===== src/rtl/onehot_encoder_4_to_2_hs.sv =====
// Registered one-hot to binary priority encoder with ready/valid on both sides.
// Define ENC_ERR_CNT_EN to build the saturating malformed-input counter; otherwise err_count reads 0.
module onehot_encoder_4_to_2_hs #(
  parameter int IN_W   = 4,
  parameter int CODE_W = 2,
  parameter int CNT_W  = 8
) (
  input  logic              clk,
  input  logic              rst_n,
  input  logic              enable,
  input  logic              in_valid,
  output logic              in_ready,
  input  logic [IN_W-1:0]   d,
  output logic              out_valid,
  input  logic              out_ready,
  output logic [CODE_W-1:0] code,
  output logic              multi_hot,
  output logic              zero_err,
  output logic [CNT_W-1:0]  err_count
);

  typedef enum logic {EMPTY = 1'b0, FULL = 1'b1} state_t;

  localparam logic [CODE_W:0] POP_ONE = 1;

  state_t              state_q;
  logic [CODE_W-1:0]   code_q, code_d;
  logic                multi_hot_q, multi_hot_d;
  logic                zero_err_q, zero_err_d;
  logic [CODE_W:0]     pop;
  logic                accept;

  assign in_ready = enable && ((state_q == EMPTY) || out_ready);
  assign accept   = in_valid && in_ready;

  // Later (higher) set bits overwrite earlier ones, giving MSB priority.
  always_comb begin
    code_d = '0;
    pop    = '0;
    for (int i = 0; i < IN_W; i++) begin
      if (d[i]) begin
        code_d = i[CODE_W-1:0];
      end
      pop = pop + {{CODE_W{1'b0}}, d[i]};
    end
    multi_hot_d = (pop > POP_ONE);
    zero_err_d  = (pop == '0);
  end

  always_ff @(posedge clk or negedge rst_n) begin
    if (!rst_n) begin
      state_q     <= EMPTY;
      code_q      <= '0;
      multi_hot_q <= 1'b0;
      zero_err_q  <= 1'b0;
    end else begin
      case (state_q)
        EMPTY: begin
          if (accept) begin
            state_q     <= FULL;
            code_q      <= code_d;
            multi_hot_q <= multi_hot_d;
            zero_err_q  <= zero_err_d;
          end
        end
        FULL: begin
          if (accept) begin
            code_q      <= code_d;
            multi_hot_q <= multi_hot_d;
            zero_err_q  <= zero_err_d;
          end else if (out_ready) begin
            state_q <= EMPTY;
          end
        end
        default: state_q <= EMPTY;
      endcase
    end
  end

`ifdef ENC_ERR_CNT_EN
  logic [CNT_W-1:0] err_count_q;

  always_ff @(posedge clk or negedge rst_n) begin
    if (!rst_n) begin
      err_count_q <= '0;
    end else if (accept && (multi_hot_d || zero_err_d) && (err_count_q != '1)) begin
      err_count_q <= err_count_q + 1'b1;
    end
  end

  assign err_count = err_count_q;
`else
  assign err_count = '0;
`endif

  assign out_valid = (state_q == FULL);
  assign code      = code_q;
  assign multi_hot = multi_hot_q;
  assign zero_err  = zero_err_q;

endmodule


===== config.mk =====
export PLATFORM = sky130hd
export DESIGN_NAME = onehot_encoder_4_to_2_hs
export DESIGN_NICKNAME = d
export VERILOG_FILES = /design/src/rtl/onehot_encoder_4_to_2_hs.sv
export SDC_FILE = /design/constraint.sdc
export NUM_CORES = 1
export LEC_CHECK = 0
export ABC_AREA = 1
export CORE_AREA = 4 4 41 43
export DETAILED_ROUTE_END_ITERATION = 10
export DIE_AREA = 0 0 45 47
export SLEW_MARGIN = 15
export SYNTH_ARGS = -nofsm -noshare
export SYNTH_HDL_FRONTEND = slang
export SYNTH_SLANG_ARGS = --single-unit
export TNS_END_PERCENT = 30

===== constraint.sdc =====
create_clock -name clk -period 1.05 [get_ports clk]
set_input_delay 0.105 -clock clk [delete_from_list [all_inputs] [get_ports clk]]
set_output_delay 0.105 -clock clk [all_outputs]
set_load 0.005 [all_outputs]

Yosys cells after proc, flatten, opt, wreduce, memory -nomap -nowiden
Cells that the tools add are included.
- bits of input ports: 9
- bits in registers: 5
- output and inout bits: 14
- logic and storage cells: 23
- $add $sub $neg: 3
- order comparisons: 1
- bitwise operators: 1
- muxes and demuxes: 10
- reduce and logical (&&, ||, !) cells: 4
- operators by type and width (cell ; count):
    1-bit two-way mux ; 6
    2-bit two-way mux ; 3
    2-bit by 1-bit adder with 3-bit output ; 1
    3-bit by 1-bit adder with 3-bit output ; 1
    3-bit by 1-bit > comparator with 1-bit output (second input constant) ; 1
    3-bit zero test ; 1
    1-bit by 1-bit adder with 2-bit output ; 1
    1-bit logical AND ; 2
    1-bit one-hot mux with 2 select lines ; 1
    1-bit logical OR ; 1
    1-bit inverter ; 1

Longest topological paths before layout
- word-level depth: 6
- depth in mapped cells: 9
- gate-level depth less buffers: 9

Worst setup path before layout
OpenSTA, ideal clock, no wires.
- kind: input to register
- from: in d[0]
- to: reg zero_err_q (netlist: zero_err)
- buffers on the path: 0
- data required time: 0.973 ns
- setup slack: -0.355 ns
- arrival: 1.329 ns
- cell stages on the path: 9
- library setup time: 0.077 ns
- path through: inv_1 > fa_1 > inv_1 > ha_1 > inv_1 > ha_1 > inv_1 > nand2_1 > o21ai_1
- word-level cells in the longest chain between the ends: 5
- ends and longest elaborated chain (item ; line ; RTL):
    from (decl) ; 13 ; input logic [IN_W-1:0] d,
    1-bit by 1-bit adder with 2-bit output ; 44 ; pop = pop + {{CODE_W{1'b0}}, d[i]};
    2-bit by 1-bit adder with 3-bit output ; 44 ;
    3-bit by 1-bit adder with 3-bit output ; 44 ;
    3-bit zero test ; 47 ; zero_err_d = (pop == '0);
    1-bit two-way mux ; 59, 67 ;
    to (signal assigned) ; 63 ; zero_err_q <= zero_err_d;
    to (signal assigned) ; 70 ; zero_err_q <= zero_err_d;
    to (decl) ; 29 ; logic zero_err_q, zero_err_d;
No other way between the ends. The select of a mux whose other input is x is not followed.
A chain may end at the register's enable or synchronous reset.

Final worst setup path
- from: in d[3]
- to: reg zero_err_q (netlist: zero_err)
- word-level cells in the longest chain between the ends: 3
- ends and longest elaborated chain (item ; line):
    3-bit by 1-bit adder with 3-bit output ; 44
    3-bit zero test ; 47
    1-bit two-way mux ; 59, 67
No other way between the ends. The select of a mux whose other input is x is not followed.

==> results.sh <==
export IMPL_fin_ws_ns=-0.180
export IMPL_start_util_pct=28.8
export IMPL_grtUsageTotal_pct=7.39
export IMPL_portBuffers=14
export IMPL_dp_slack_ns=-1.00
export IMPL_ys_async_sr_fraction_pct=100
export IMPL_period_minus_slack_ns=1.23
export IMPL_place_area_um2=556
export IMPL_path_class="primary input to register"
export IMPL_fill_cells=136
export IMPL_ys_types=15
export IMPL_clock_latency_ns=0.24
export IMPL_fmax_mhz=813
export IMPL_synth_top_cells_by_count="8 x buf_4, 8 x inv_1, 6 x nand2_1, 5 x dfrtp_1"
export IMPL_synthTopCellsByArea="dfrtp_1 33%, buf_4 16%, ha_1 10%, inv_1 8.0%, nand2_1 6.0%"
export IMPL_grt_pass1_wl_um=1060
export IMPL_synthCells=43
export IMPL_r2r_end="multi_hot"
export IMPL_dr_wl_met2_um=345
export IMPL_endpoint_kind="register"
export IMPL_hold_class="primary input to async pin"
export IMPL_drive_gt1_share_pct=43.9
export IMPL_top_layer_used="met4"
export IMPL_worst_r2r_cell_count=5
export IMPL_drcViolationCount=0
export IMPL_skew_ns=0.000460
export IMPL_wl_met3_um=89
export IMPL_syn_area_per_cell_um2=8.73
export IMPL_root_buffer="clkbuf_4"
export IMPL_crit_end="zero_err"
export IMPL_power_uw=707
export IMPL_hold_viol_final=0
export IMPL_clk_pin_slew_ns=0.04
export IMPL_drtIter0Drc=2
export IMPL_place_congestion=0.654
export IMPL_crit_fanout=2
export IMPL_dp_hpwl_um=604
export IMPL_cts_hold_buf=0
export IMPL_status="complete, but fails checks"
export IMPL_crit_start="d[3]"
export IMPL_num_io_pins=23
export IMPL_stdcell_area_um2=598
export IMPL_crit_required_ns=1.22
export IMPL_ant_nets=0
export IMPL_violations="setup timing"
export IMPL_p_leak_uw=0.000319
export IMPL_cp_start_kind="primary input"
export IMPL_design_core_area_mm2=0.00130
export IMPL_rsz0062_at_grt="yes"
export IMPL_routed_wl_um=698
export IMPL_clockBufferDepth=2
export IMPL_antenna_found_initial=0
export IMPL_tritoncts="done"
export IMPL_synth_ff_type="dfrtp_1"
export IMPL_power_density_mw_per_mm2=1180
export IMPL_num_antenna_cells=0
export IMPL_syn2layout_area_growth_pct=59.3
export IMPL_ff2ff_setup_slack_ns=0.10
export IMPL_yosysWarnings=0
export IMPL_r2r_start="out_valid"
export IMPL_die_area_mm2=0.00212
export IMPL_dr_total_vias=323
export IMPL_die_h_um=47
export IMPL_synth_edf_count=0
export IMPL_fp_dieW_um=45
export IMPL_seq_area_frac_synth_pct=33.3
export IMPL_slew_violations=0
export IMPL_first_global_vias=288
export IMPL_drt_met1_wl_um=251
export IMPL_synth_area_leader_cell="dfrtp_1"
export IMPL_setup_viol=2
export IMPL_routedWlPerCell_um=8.62
export IMPL_nets=80
export IMPL_first_pass_iters=2
export IMPL_fin_setup_tns_ns=-0.196
export IMPL_cts_inserted_buffers=3
export IMPL_cap_violations=0
export IMPL_overflow=0
export IMPL_rows=13
export IMPL_grt_max_degree=10
export IMPL_ys_ff_latch=5
export IMPL_ir_drop_mv=0.363
export IMPL_yosysTopAreaCellShare_pct=33.3
export IMPL_cts_htree_levels=1
export IMPL_synth_cell_area_um2=375
export IMPL_cp_arrival_ns=1.40
export IMPL_hold_ws_ns=0.0875
export IMPL_cts_sinks=5
export IMPL_viasPerCell=3.99
export IMPL_post_route_period_util_pct=117
-- where the power goes --
group          internal (uW)  leakage [uW]  switching, uW
registers                226     0.0000617           16.9
clock network            143     0.0000150           74.8
logic                    136      0.000242            110
total                    505      0.000319            202
-- cell families (layout without fill, tap and decap cells) --
kind of cell | Yosys count | in the layout | share of synthesized area (%)
other | 1 | 8 | 0.999
buffers and inverters | 17 | 33 | 25.0
AND/OR/NAND/NOR | 10 | 10 | 15.7
AO/OA/AOI/OAI | 6 | 6 | 9.67
adder cells (fa/ha/maj) | 4 | 4 | 15.3
flip-flops | 5 | 5 | 33.3
-- flip-flops by register name, indices dropped and copies added (netlist names) --
name / flops
multi_hot: 1
code: 2
zero_err: 1
out_valid: 1
-- worst min-delay path by stage --
stage / start / end / slack (ns) / depth (start not counted)
finish: rst_n / zero_err / 0.09 / 1
global route: rst_n / code[0] / 0.1 / 1
CTS: rst_n / zero_err / 0.08 / 1
detailed placement: rst_n / code[0] / 0.34 / 1
global placement: rst_n / zero_err / 0.34 / 1
floorplan: rst_n / code[0] / -0.19 / 0
-- worst max-delay path: stages --
cell     delay [ns]
buf_8          0.09
inv_8          0.02
fa_1           0.52
inv_1          0.05
ha_2           0.19
inv_2          0.06
ha_4           0.19
inv_2          0.05
nand2_2        0.04
o21ai_2        0.09
-- final cells by class --
class                   count  area, um2  area share (%)
clock buffers               4       26.3            4.39
well taps                  15       18.8            3.14
multi-input cells          28        209            34.9
inverters                   9       41.3            6.90
repair buffers             20        178            29.7
flip-flops and latches      5        125            20.9
-- timing repair --
action                                 in CTS  in global routing
resized for setup                          31                  6
endpoints found under the hold margin       0                  0
pin swaps                                   4                  4
buffers inserted                            0                  0
setup endpoints to repair                   8                  3
-- stage by stage --
step	utilization, %	instances
detailed placement	42.7	77
CTS	45.2	81
global route	46.0	81
floorplan	-	50
finish	46.0	81
global placement	42.7	77
-- layer usage --
layer  global-route usage [%]  up-vias
met1                     6.25      142
met2                     13.3       15
met3                     3.83        2
met4                     5.26        0
met5                        0        -
li1                         -      164
-- cell usage in the layout (no fill, tap or decap), drive strengths merged --
cell type      instances
inv                    9
conb                   8
o21ai                  4
nand3                  1
nor2                   2
nand2                  7
dlygate4sd2            4
fa                     1
a21oi                  1
dfrtp                  5
buf                   10
clkbuf                 5
ha                     3
clkdlybuf4s50          5
a21boi                 1
(Power assumes the default switching activity.)
